`config.mk`:
```
export PLATFORM = sky130hd
export DESIGN_NAME = video_sig_gen
export DESIGN_NICKNAME = d
export VERILOG_FILES = /design/src/rtl/video_sig_gen.sv
export SDC_FILE = /design/constraint.sdc
export NUM_CORES = 1
export LEC_CHECK = 0
export CAP_MARGIN = 20
export CORE_MARGIN = 2
export CORE_UTILIZATION = 58
export CTS_CLUSTER_DIAMETER = 60
export DETAILED_ROUTE_END_ITERATION = 12
export GPL_TIMING_DRIVEN = 0
export PLACE_DENSITY = 0.89
export RECOVER_POWER = 50
export SYNTH_ARGS = -nofsm -noshare
export SYNTH_HDL_FRONTEND = slang
export SYNTH_SLANG_ARGS = --single-unit
```
`constraint.sdc`:
```
create_clock -name pixel_clk_in -period 5.4 [get_ports pixel_clk_in]
set_input_delay 1.08 -clock pixel_clk_in [delete_from_list [all_inputs] [get_ports pixel_clk_in]]
set_output_delay 1.08 -clock pixel_clk_in [all_outputs]
set_load 0.02 [all_outputs]
```
`src/rtl/video_sig_gen.sv`:
```
// Raster timing generator: free-running hcount/vcount with registered sync, active-draw,
// new-frame and frame-count flags. Define VSG_ALIGN_EN to delay the flags by ALIGN_STAGES cycles.
module video_sig_gen #(
    parameter int ACTIVE_H     = 1280,
    parameter int H_FP         = 110,
    parameter int H_SYNC       = 40,
    parameter int H_BP         = 220,
    parameter int ACTIVE_V     = 720,
    parameter int V_FP         = 5,
    parameter int V_SYNC       = 5,
    parameter int V_BP         = 20,
    parameter int FPS          = 60,
    parameter int ALIGN_STAGES = 4
) (
    input  logic        pixel_clk_in,
    input  logic        rst_in,
    output logic [10:0] hcount_out,
    output logic [9:0]  vcount_out,
    output logic        hs_out,
    output logic        vs_out,
    output logic        ad_out,
    output logic        nf_out,
    output logic [5:0]  fc_out
);

    localparam int TOTAL_PIXELS = ACTIVE_H + H_FP + H_SYNC + H_BP;
    localparam int TOTAL_LINES  = ACTIVE_V + V_FP + V_SYNC + V_BP;
    localparam int HS_START     = ACTIVE_H + H_FP;
    localparam int HS_END       = HS_START + H_SYNC;
    localparam int VS_START     = ACTIVE_V + V_FP;
    localparam int VS_END       = VS_START + V_SYNC;

    localparam logic [10:0] H_LAST  = 11'(TOTAL_PIXELS - 1);
    localparam logic [9:0]  V_LAST  = 10'(TOTAL_LINES - 1);
    localparam logic [5:0]  FC_LAST = 6'(FPS - 1);

    generate
        if (TOTAL_PIXELS > 2048 || TOTAL_LINES > 1024 || FPS > 64 || FPS < 1 || ALIGN_STAGES < 1) begin : g_cfg_error
            $error("video_sig_gen: timing parameters out of range");
        end
    endgenerate

    logic [10:0] hcount_q, hcount_d;
    logic [9:0]  vcount_q, vcount_d;
    logic        hs_q, hs_d;
    logic        vs_q, vs_d;
    logic        ad_q, ad_d;
    logic        nf_q, nf_d;
    logic [5:0]  fc_q, fc_d;
    logic [11:0] h_ext;
    logic [10:0] v_ext;

    // Flags are decoded from the next-state counts so they land in the same cycle as the counts.
    always_comb begin
        hcount_d = hcount_q + 11'd1;
        vcount_d = vcount_q;
        if (hcount_q == H_LAST) begin
            hcount_d = '0;
            vcount_d = (vcount_q == V_LAST) ? '0 : vcount_q + 10'd1;
        end
        h_ext = {1'b0, hcount_d};
        v_ext = {1'b0, vcount_d};
        hs_d  = (h_ext >= 12'(HS_START)) && (h_ext < 12'(HS_END));
        vs_d  = (v_ext >= 11'(VS_START)) && (v_ext < 11'(VS_END));
        ad_d  = (h_ext < 12'(ACTIVE_H)) && (v_ext < 11'(ACTIVE_V));
        nf_d  = (h_ext == 12'(ACTIVE_H)) && (v_ext == 11'(ACTIVE_V));
        fc_d  = fc_q;
        if (nf_d) begin
            fc_d = (fc_q == FC_LAST) ? '0 : fc_q + 6'd1;
        end
    end

    // Reset parks the counters on the last pixel so the first free-running edge shows (0,0).
    always_ff @(posedge pixel_clk_in) begin
        if (rst_in) begin
            hcount_q <= H_LAST;
            vcount_q <= V_LAST;
            hs_q     <= 1'b0;
            vs_q     <= 1'b0;
            ad_q     <= 1'b0;
            nf_q     <= 1'b0;
            fc_q     <= '0;
        end else begin
            hcount_q <= hcount_d;
            vcount_q <= vcount_d;
            hs_q     <= hs_d;
            vs_q     <= vs_d;
            ad_q     <= ad_d;
            nf_q     <= nf_d;
            fc_q     <= fc_d;
        end
    end

    assign hcount_out = hcount_q;
    assign vcount_out = vcount_q;

`ifdef VSG_ALIGN_EN
    logic [9:0] flags_q;
    logic [9:0] align_q [ALIGN_STAGES];
    logic [9:0] align_d [ALIGN_STAGES];
    genvar gi;

    assign flags_q = {hs_q, vs_q, ad_q, nf_q, fc_q};

    always_comb begin
        align_d[0] = flags_q;
        for (int i = 1; i < ALIGN_STAGES; i++) begin
            align_d[i] = align_q[i-1];
        end
    end

    generate
        for (gi = 0; gi < ALIGN_STAGES; gi++) begin : g_align
            always_ff @(posedge pixel_clk_in) begin
                if (rst_in) begin
                    align_q[gi] <= '0;
                end else begin
                    align_q[gi] <= align_d[gi];
                end
            end
        end
    endgenerate

    assign {hs_out, vs_out, ad_out, nf_out, fc_out} = align_q[ALIGN_STAGES-1];
`else
    assign hs_out = hs_q;
    assign vs_out = vs_q;
    assign ad_out = ad_q;
    assign nf_out = nf_q;
    assign fc_out = fc_q;
`endif

endmodule

```
Word level (Yosys, flattened, before mapping)
Index checks and enable logic that the tools add are counted.
W data, S select, Z words.
{"block": "op_classes", "reduce_logical": 4, "multipliers": 0, "add_sub_neg": 3, "div": 0, "bitwise": 0, "shifts": 0, "eq_ne": 5, "order_cmp": 6, "mux": 4}
{"cell": "$eq A11 B11 Y1 const B", "n": 2}
{"cell": "$lt A11 B11 Y1 const B", "n": 2}
{"cell": "$eq A10 B10 Y1 const B", "n": 2}
{"cell": "$lt A10 B10 Y1 const B", "n": 2}
{"cell": "$mux W10", "n": 2}
{"cell": "$add A11 B1 Y11 const B", "n": 1}
{"cell": "$ge A11 B11 Y1 const B", "n": 1}
{"cell": "$mux W11", "n": 1}
{"cell": "$add A10 B1 Y10 const B", "n": 1}
{"cell": "$ge A10 B10 Y1 const B", "n": 1}
{"cell": "$add A6 B1 Y6 const B", "n": 1}
{"cell": "$eq A6 B6 Y1 const B", "n": 1}
{"cell": "$mux W6", "n": 1}
{"cell": "$logic_and A1 B1 Y1", "n": 4}
{"block": "totals", "inputBits": 2, "romBits": 0, "register_bits": 31, "ramBits": 0, "latch_bits": 0, "word_cells": 29, "out_inout_bits": 31, "memories": 0}

Depth between registers and ports, before layout
Gate-level depths: netlist of run 1.
{"block": "logic_depth", "word_depth": 5, "depth_mapped": 11, "ltp_nobuf": 9}

Worst setup path after synthesis of run 1
OpenSTA, ideal clock, no wires.
{"block": "synth_timing", "path_kind": "register to register", "from": "register vcount_q[1], in the netlist vcount_out[1]", "to": "register fc_q[0], in the netlist fc_out[0]", "n_path_buf": 0, "t_required_ns": 5.279, "setup_ns": 0.121, "t_arrival_ns": 2.751, "period_less_slack_ns": 2.873, "path_stages_with_launch": 10, "path_slack_ns": 2.527, "cell_sequence": "dfxtp_1 inv_1 ha_1 or3b_2 nor4_1 a211oi_1 or4_4 nor4_4 nand2_2 mux2_4"}
{"block": "synth_between", "elab_chain_cells": 5, "elab_cells_between_ends": 6, "cone_classes": "add/sub: 1; eq/ne: 2; mux: 2; reduce/logical: 1"}
{"item": "from (decl)", "line": "44", "rtl": "logic [9:0] vcount_q, vcount_d;"}
{"item": "from (signal assigned)", "line": "85", "rtl": "vcount_q <= vcount_d;"}
{"item": "$add A10 B1 Y10 or $eq A10 B10 Y1 (tied branches)", "line": "59", "rtl": "vcount_d = (vcount_q == V_LAST) ? '0 : vcount_q + 10'd1;"}
{"item": "$mux W10", "line": "59"}
{"item": "$mux W10 *", "line": "57", "rtl": "if (hcount_q == H_LAST) begin"}
{"item": "$eq A10 B10 Y1 *", "line": "66", "rtl": "nf_d = (h_ext == 12'(ACTIVE_H)) && (v_ext == 11'(ACTIVE_V));"}
{"item": "$logic_and A1 B1 Y1 *", "line": "66"}
{"item": "to (signal assigned)", "line": "82", "rtl": "fc_q <= '0;"}
{"item": "to (signal assigned)", "line": "90", "rtl": "fc_q <= fc_d;"}
{"item": "to (decl)", "line": "49", "rtl": "logic [5:0] fc_q, fc_d;"}
Every way passes the cells marked *; elsewhere a longest branch is shown, timed or not.
A chain may end at the register's enable or synchronous reset.

Worst setup path after layout of run 1
Same ends and word-level chain as after synthesis.

==> impl_metrics.yaml, run 1 <==
outcome:
  status: "finished clean"
synthesis:
  synth_area_leaders: "dfxtp_1 (30%), nand3_1 (5.0%), xnor2_1 (4.2%)"
  ys_async_sr_fraction_pct: 0
  yosysUniqueCellTypes: 61
  synth.top_cell.area_share_pct: 29.7
  netlist_area_sq_mm: 0.00209
  synth_edf_count: 0
  ys_ff_latch: 31
  avgSynthCellArea_sq_um: 8.12
  ys.flop_type: "dfxtp_1"
  yosysSeqAreaShare_pct: 29.7
  yosysTopAreaCell: "dfxtp_1"
  synth_fp_nets: 264
  ys_warn_count: 0
  syn_inst: 257
sta:
  slew_headroom_pct: 25.9
  tns_ns: 0
  fin_crit_sh_pct: 58.0
  drv_slew: 0
  tightest_slew_ns: 1.10
  setup_viol: 0
  fmax_ghz: 0.319
  skew_ns: 0.00517
  rsz0062_at_grt: "false"
  period_minus_slack_ns: 3.13
  timing.final.hold_violations: 0
clocking:
  cts_buffers: 5
  tritoncts: "built"
  cts_hold_buffers: 0
  clkTransAtPathRegs_ns: 0.10
  cts_root_buffer: "clkbuf_4"
  h-tree-depth: 2
  cts_setup_buffers: 0
  cts_resized: 0
  clockBufferDepth: 2
  cts_sinks: 31
  insertion_delay_ns: 0.34
critical_path:
  cp-end-kind: "flop"
  startpoint: "vcount_out[1]$_SDFF_PP0_"
  critPathLaunchType: "flop"
  cp_data_required_time_ns: 5.64
  critPathArrivalTime_ns: 3.37
  worst-r2r-setup-slack_ns: 2.27
  path_max_fanout: 9
  r2r-start: "vcount_out[1]$_SDFF_PP0_"
  critical_path_class: "reg2reg"
pwr:
  pwr-share-clk_pct: 12.3
  pwr-share-seq_pct: 23.3
  swShare_pct: 48.8
  power_mw: 1.56
  power.density_mw_per_mm2: 616
  p_sw_uw: 760
  irDropWorstVdd_mv: 0.422
  leakage_nw: 0.991
  pwr-share-comb_pct: 64.4
  internal_power_uw: 796
floorplanning:
  num_io_pins: 33
  start_util_pct: 61.6
  die_h_microns: 64.0
  rows: 21
  core-area_sq_mm: 0.00339
  die_w_microns: 64.0
  dieArea_sq_mm: 0.00409
place:
  portBuffers: 31
  globalplace.congestion: 0.894
  dp_hpwl_mm: 3.81
global_route:
  grt_overflow: 0
  grt_usage_pct: 27.3
  grt_pass1_vias: 1956
  grt_pass1_wl_mm: 8.89
  grt_max_degree: 11
  grt_antenna_before_repair: 0
final_layout:
  syn_to_final_growth_pct: 21.0
  fin_nets: 302
  diodes: 0
  layout-drive-gt1-share_pct: 12.2
  final_common_cell: "dfxtp_1"
  final_cell_mix: "dfxtp_1 (31), nand3_1 (21), clkdlybuf4s50_1 (20), nand2_1 (19), nor3_1 (17)"
drt:
  drc: 0
  drt.antenna.violating_nets: 0
  first_pass_iters: 6
  routed_wl_mm: 5.24
  wl_per_cell_microns: 15.3
  first_iter_violations: 129
  viasPerCell: 6.13
  vias: 2098
hold_path:
  min_path_type: "reg2reg"
  hp-start: "vcount_out[7]$_SDFF_PP1_"
job:
  cap_viol_max_count: 0
[cells by family after synthesis]
logic type | count (synthesis) | share of synthesized area [%]
AOI/OAI and AO/OA | 59 | 20.4
muxes | 2 | 1.20
and+or+nand+nor | 118 | 32.2
adders and majority gates | 5 | 3.00
xor gates and xnor gates | 12 | 5.04
buffers and inverters | 30 | 8.39
DFF | 31 | 29.7
[critical path, cell delays in order, from the launching register on]
cell      delay [ns]
dfxtp_1         0.54
inv_1           0.12
ha_1            0.37
or3b_2          0.45
nor4_1          0.18
a211oi_1        0.13
or4_4           0.46
nor4_4          0.36
nand2_2         0.13
mux2_4          0.31
[metrics by stage]
step	hold WS, ns	utilization, %	worst slack [ns]	area, sq um	cells
CTS	0.534	75.0	2.30	2540	342
global placement	0.505	72.4	2.39	2450	334
floorplan	0.565	-	2.53	2090	257
detailed placement	0.520	72.4	2.33	2450	334
global route	0.555	74.5	2.11	2530	342
finish	0.529	74.5	2.27	2530	342
[layout make-up]
| cell class | count | area, sq um |
|---|---|---|
| clock buffers | 6 | 51.3 |
| plain buffers | 19 | 119 |
| clock inverters | 2 | 35.0 |
| inverters | 11 | 41.3 |
| repair buffers | 31 | 310 |
| flip-flops and latches | 31 | 621 |
| fillers | 274 | 863 |
| well taps | 46 | 57.6 |
| multi-input cells | 196 | 1290 |
[power by group through the flow]
| stage | logic [mW] | clock network [mW] | registers [mW] |
|---|---|---|---|
| 5_1_grt | 1.09 | 0.205 | 0.372 |
| 6_report | 1.00 | 0.191 | 0.362 |
| 4_1_cts | 1.01 | 0.193 | 0.361 |
| 2_1_floorplan | 0.661 | 0 | 0.418 |
| 3_3_place_gp | 0.986 | 0 | 0.361 |
| 3_5_place_dp | 1.00 | 0 | 0.364 |
[synth_stat cells, drive strengths merged (2+ instances only)]
cell,number
xor2,2
a31oi,5
nand2b,3
and4b,2
a211oi,5
a31o,3
nor3b,3
inv,11
o211ai,2
o21ai,9
nor4b,2
o311ai,3
or2,3
buf,9
nand4,4
and4,3
o31ai,5
or3,3
a21oi,6
o21bai,4
and3,6
ha,5
clkbuf,9
nor2,16
nand2,20
or4,2
nor4,5
nor2b,2
xnor2,10
nand4b,3
nor3,17
dfxtp,31
nand3,21
a211o,3
a21o,4
[path summary, 6_finish.rpt]
check,end,cells past startpoint
worst max-delay path,fc_out[0]$_SDFFE_PP0P_,9
worst min-delay path,vcount_out[7]$_SDFF_PP1_,2
worst max register to register,fc_out[0]$_SDFFE_PP0P_,9
worst min register to register,vcount_out[7]$_SDFF_PP1_,2
[routing by layer]
| layer | routed length (microns) | vias up | track usage, % | share of wire (%) |
|---|---|---|---|---|
| li1 | - | 1034 | - | - |
| met1 | 2330 | 968 | 35.2 | 44 |
| met2 | 2500 | 79 | 44.8 | 48 |
| met3 | 329 | 17 | 5.28 | 6.3 |
| met4 | 82 | 0 | 10.6 | 1.6 |
| met5 | 0 | - | 0 | 0 |
[flip-flops by register name, indices dropped and copies added (netlist names)]
signal and flops:
fc_out 6, vcount_out 10, nf_out 1, vs_out 1, hs_out 1, hcount_out 11
ad_out 1
Note: power is estimated with default switching activity, not from simulation.
==> inputs of run 2 (changes only) <==
- CORE_UTILIZATION: 58 -> 54
- PLACE_DENSITY: 0.89 -> 0.84
- clock period: 5.4 -> 3.1 ns (I/O delays scaled with it)
==> impl_metrics.yaml, run 2 (same netlist as run 1, synthesis figures left out) <==
critical_path:
  path_max_fanout: 9
  cp_slowest_cell: "or3b_2"
  cp-end-kind: "flop"
  slowest_delay_ns: 0.45
  critical_path_class: "reg2reg"
  cp.buffers_inverters: 2
  cp_data_required_time_ns: 3.33
  critPathLaunchType: "flop"
  cp_top_family: "simple AND/OR/NAND/NOR gates"
  critPathArrivalTime_ns: 3.17
  path_cells: "inv_1 -> ha_1 -> or3b_2 -> nor4_1 -> a211oi_1 -> or4_4 -> nor4_4 -> buf_4 -> and4_2 -> a31o_2"
floorplanning:
  start_util_pct: 56.6
  die_h_microns: 66.2
  die_w_microns: 66.2
  rows: 22
  num_io_pins: 33
  dieArea_sq_mm: 0.00438
  core-area_sq_mm: 0.00369
pwr:
  p_sw_mw: 1.33
  power.density_mw_per_mm2: 1060
  pwr-share-seq_pct: 23.1
  pwr-share-comb_pct: 65.0
  pwr-share-clk_pct: 11.9
  power_mw: 2.72
  swShare_pct: 49.1
  leakage_nw: 1.02
  internal_power_mw: 1.38
  irDropWorstVdd_mv: 0.597
final_layout:
  fin_nets: 304
  layout-drive-gt1-share_pct: 13.8
  syn_to_final_growth_pct: 22.7
  final-instance-count-excl-fill: 345
  final_common_cell: "dfxtp_1"
  final_cell_mix: "dfxtp_1 (29), dlygate4sd3_1 (24), nand3_1 (21), nand2_1 (19), nor3_1 (17)"
  largest_register_ffs: 11
  final_util_pct: 69.4
  diodes: 0
global_route:
  grt_usage_pct: 26.6
  grt_max_degree: 11
  grt_pass1_vias: 1918
  grt_overflow: 0
  grt_pass1_wl_mm: 8.88
  grt_antenna_before_repair: 0
clocking:
  cts_root_buffer: "clkbuf_8"
  tritoncts: "built"
  cts_hold_buffers: 0
  insertion_delay_ns: 0.29
  clkTransAtPathRegs_ns: 0.06
  clockBufferDepth: 2
  cts_sinks: 31
  cts_buffers: 5
  h-tree-depth: 2
drt:
  vias: 2147
  drc: 0
  routed_wl_mm: 5.36
  first_iter_violations: 194
  wl_per_cell_microns: 15.5
  viasPerCell: 6.22
  first_pass_iters: 5
  drt.antenna.violating_nets: 0
sta:
  period_minus_slack_ns: 2.95
  tightest_slew_ns: 0.768
  rsz0062_at_grt: "false"
  skew_ns: 0.00979
  setup_ws_ns: 0.155
  fmax_ghz: 0.340
  timing.final.hold_violations: 0
  drv_slew: 0
  setup_viol: 0
  fin_crit_sh_pct: 95.0
  tns_ns: 0
  slew_headroom_pct: 48.0
hold_path:
  min_path_type: "reg2reg"
place:
  pre_cts_slack_ns: 0.0439
  portBuffers: 31
  place_inst: 336
  globalplace.congestion: 0.909
  dp_hpwl_mm: 3.84
job:
  cap_viol_max_count: 0
outcome:
  status: "finished clean"
## run 2: changes by cell type in the layout (fill, tap and decap cells not counted), sizes merged
cell,previous run,this run
buf,8,11
bufinv,1,0
clkbuf,16,15
clkdlybuf4s50,20,8
dlygate4sd3,12,24
## run 2: timing repair
item                                    CTS  global route
buffers inserted                          0             2
gates resized for setup                   0             2
endpoints found under the setup margin    0             6
## run 2: final timing paths
kind                            startpoint                       end  slack, ns  cells past startpoint
hold reg to reg   hcount_out[0]$_SDFF_PP1_  hcount_out[0]$_SDFF_PP1_       0.52                      1
setup reg to reg  vcount_out[1]$_SDFF_PP0_    fc_out[1]$_SDFFE_PP0P_       0.15                     10
hold / removal    hcount_out[0]$_SDFF_PP1_  hcount_out[0]$_SDFF_PP1_       0.52                      1
setup / recovery  vcount_out[1]$_SDFF_PP0_    fc_out[1]$_SDFFE_PP0P_       0.15                     10
## run 2: layout make-up
class | count | area, sq um
repair buffers | 33 | 325
flip-flops and latches | 31 | 623
clock buffers | 6 | 82.6
multi-input cells | 196 | 1290
inverters | 11 | 41.3
clock inverters | 1 | 5.00
well taps | 48 | 60.1
plain buffers | 19 | 133
fillers | 315 | 1130
## run 2: through the flow
stage	cell area [sq um]	hold WS, ns
2_1_floorplan	2090	0.565
4_1_cts	2540	0.531
3_5_place_dp	2460	0.522
3_3_place_gp	2460	0.501
6_report	2560	0.516
5_1_grt	2560	0.553
## run 2: worst register-to-register path: stages (launching register included)
cell and delay [ns]:
dfxtp_2 0.42, inv_1 0.08, ha_1 0.33, or3b_2 0.45
nor4_1 0.18, a211oi_1 0.12, or4_4 0.45, nor4_4 0.38
buf_4 0.19, and4_2 0.21, a31o_2 0.09
## run 2: routing by layer
metal  global-route usage [%]  share of wire (%)  vias up  wire length, microns
met4                     11.7                2.5        0                   136
met2                     41.5                 47       93                  2500
met5                        0                  0        -                     0
li1                         -                  -     1031                     -
met3                     5.45                6.7       19                   362
met1                     35.4                 44     1004                  2370
## run 2: power by group through the flow
stage	Combinational, mW	Clock (mW)	Sequential (mW)
after CTS	1.76	0.328	0.627
after global placement	1.73	0	0.630
final	1.77	0.323	0.627
after floorplan	1.15	0	0.728
after detailed placement	1.74	0	0.635
after global routing	1.90	0.345	0.648
==> inputs of run 3 (changes only) <==
- CORE_UTILIZATION: 54 -> 56
- CTS_BUF_LIST: default -> sky130_fd_sc_hd__clkbuf_8
- PLACE_DENSITY: 0.84 -> 0.83
==> impl_metrics.yaml, run 3 (same netlist as run 1, synthesis figures left out) <==
outcome:
  status: "finished clean"
final_layout:
  seqCellArea_sq_um: 622
  largest_register_ffs: 11
  final_common_cell: "dfxtp_1"
  final_cell_mix: "dfxtp_1 (30), dlygate4sd3_1 (27), nand3_1 (21), nand2_1 (19), nor3_1 (17)"
  diodes: 0
  layout-drive-gt1-share_pct: 13.5
  final_util_pct: 71.0
  fin_nets: 304
  multi_input_area_sq_mm: 0.00129
  fillerInstances: 331
  syn_to_final_growth_pct: 23.6
  final-instance-count-excl-fill: 345
place:
  place_inst: 336
  pre_cts_slack_ns: 0.101
  globalplace.congestion: 0.932
  portBuffers: 31
  dp_hpwl_mm: 3.85
pwr:
  pwr-share-seq_pct: 22.6
  p_sw_mw: 1.33
  power.density_mw_per_mm2: 1070
  irDropWorstVdd_mv: 0.724
  pwr-share-comb_pct: 63.5
  pwr-share-clk_pct: 14.0
  leakage_nw: 1.04
  internal_power_mw: 1.44
  swShare_pct: 48.1
drt:
  vias: 2096
  first_pass_iters: 4
  drt.antenna.violating_nets: 0
  viasPerCell: 6.08
  drc: 0
  first_iter_violations: 195
  wl_per_cell_microns: 15.7
  routed_wl_mm: 5.42
sta:
  skew_ns: 0.00979
  tightest_slew_ns: 0.842
  drv_slew: 0
  rsz0062_at_grt: "false"
  setup_viol: 0
  slew_headroom_pct: 43.4
  tns_ns: 0
  timing.final.hold_violations: 0
  fmax_ghz: 0.344
  period_minus_slack_ns: 2.91
  setup_ws_ns: 0.191
  fin_crit_sh_pct: 93.8
critical_path:
  reg2reg_depth: 10
  critPathArrivalTime_ns: 3.09
  path_max_fanout: 9
  cp-end-kind: "flop"
  cp_slowest_cell: "or3b_2"
  cp_data_required_time_ns: 3.28
  cp.buffers_inverters: 2
  path_cells: "inv_1 -> ha_1 -> or3b_2 -> nor4_1 -> a211oi_1 -> or4_4 -> nor4_4 -> buf_4 -> nand2_2 -> mux2_4"
  cp_top_family: "simple AND/OR/NAND/NOR gates"
  r2r-start: "vcount_out[1]$_SDFF_PP0_"
  critPathLaunchType: "flop"
  startpoint: "vcount_out[1]$_SDFF_PP0_"
  slowest_delay_ns: 0.45
  critical_path_class: "reg2reg"
  worst-path-stages: 10
clocking:
  clkTransAtPathRegs_ns: 0.07
  cts_sinks: 31
  cts_buffers: 5
  h-tree-depth: 2
  tritoncts: "built"
  cts_root_buffer: "clkbuf_8"
  clockBufferDepth: 2
  insertion_delay_ns: 0.29
floorplanning:
  dieArea_sq_mm: 0.00423
  die_h_microns: 65.0
  num_io_pins: 33
  die_w_microns: 65.0
  start_util_pct: 57.4
  rows: 22
  core-area_sq_mm: 0.00363
global_route:
  top_usage_layer: "met2"
  grt_pass1_wl_mm: 8.93
  grt_max_degree: 11
  grt.met2_usage_pct: 45.2
  use_met1_pct: 34.0
  grt_overflow: 0
  grt_pass1_vias: 1922
  grt_antenna_before_repair: 0
  grt_use_met3_pct: 7.47
  grt_usage_pct: 27.4
hold_path:
  hp-start: "vcount_out[7]$_SDFF_PP1_"
  min_path_type: "reg2reg"
  holdPathStages: 2
job:
  cap_viol_max_count: 0
run 3: changes by cell type in the layout (fill, tap and decap cells not counted), sizes merged:
cell,change
buf,+1
bufinv,+1
clkbuf,-2
clkdlybuf4s50,-3
clkinv,-1
dlygate4sd3,+3
inv,+1
run 3: worst register-to-register path, delay by kind of cell (launching register included):
kind / cells / cell delay [ns]
compound gates: 1 / 0.14
fa+ha+maj: 1 / 0.33
buf+inv: 2 / 0.26
flops: 1 / 0.41
mux: 1 / 0.29
simple gates: 5 / 1.38
run 3: cell type report:
cell class | instances | area share [%]
clock inverter | 2 | 1.31
tap | 48 | 2.33
multi-input combinational | 196 | 50.1
clock buffer | 5 | 2.67
inverter | 11 | 1.60
sequential | 31 | 24.1
timing repair buffer | 34 | 12.9
buffer | 18 | 5.00
run 3: per-layer routing:
layer,share of wire (%),vias to the layer above
li1,-,1032
met1,45,984
met2,47,73
met3,6.9,7
met4,1.2,0
met5,0,-
run 3: power by group through the flow:
stage          clock network (mW)  logic [mW]  registers [mW]
6_report                    0.386        1.76           0.625
5_1_grt                     0.407        1.90           0.648
4_1_cts                     0.388        1.76           0.626
3_5_place_dp                    0        1.75           0.634
3_3_place_gp                    0        1.73           0.632
2_1_floorplan                   0        1.15           0.728
run 3: path summary, 6_finish.rpt:
| path | end | slack [ns] |
|---|---|---|
| worst max-delay path | fc_out[0]$_SDFFE_PP0P_ | 0.19 |
| worst min-delay path | vcount_out[7]$_SDFF_PP1_ | 0.51 |
| worst max register to register | fc_out[0]$_SDFFE_PP0P_ | 0.19 |
| worst min register to register | vcount_out[7]$_SDFF_PP1_ | 0.51 |
run 3: repair_timing:
item	4_1_cts	5_1_grt
buffers inserted	0	3
resized for setup	0	1
setup endpoints to repair	0	5
hold buffers	0	0
run 3: metrics by stage:
step           hold slack (ns)  area (sq um)  power (mW)
2_1_floorplan            0.565          2090        1.88
3_3_place_gp             0.504          2460        2.37
3_5_place_dp             0.513          2460        2.38
4_1_cts                  0.520          2560        2.78
5_1_grt                  0.562          2580        2.95
6_report                 0.512          2580        2.77
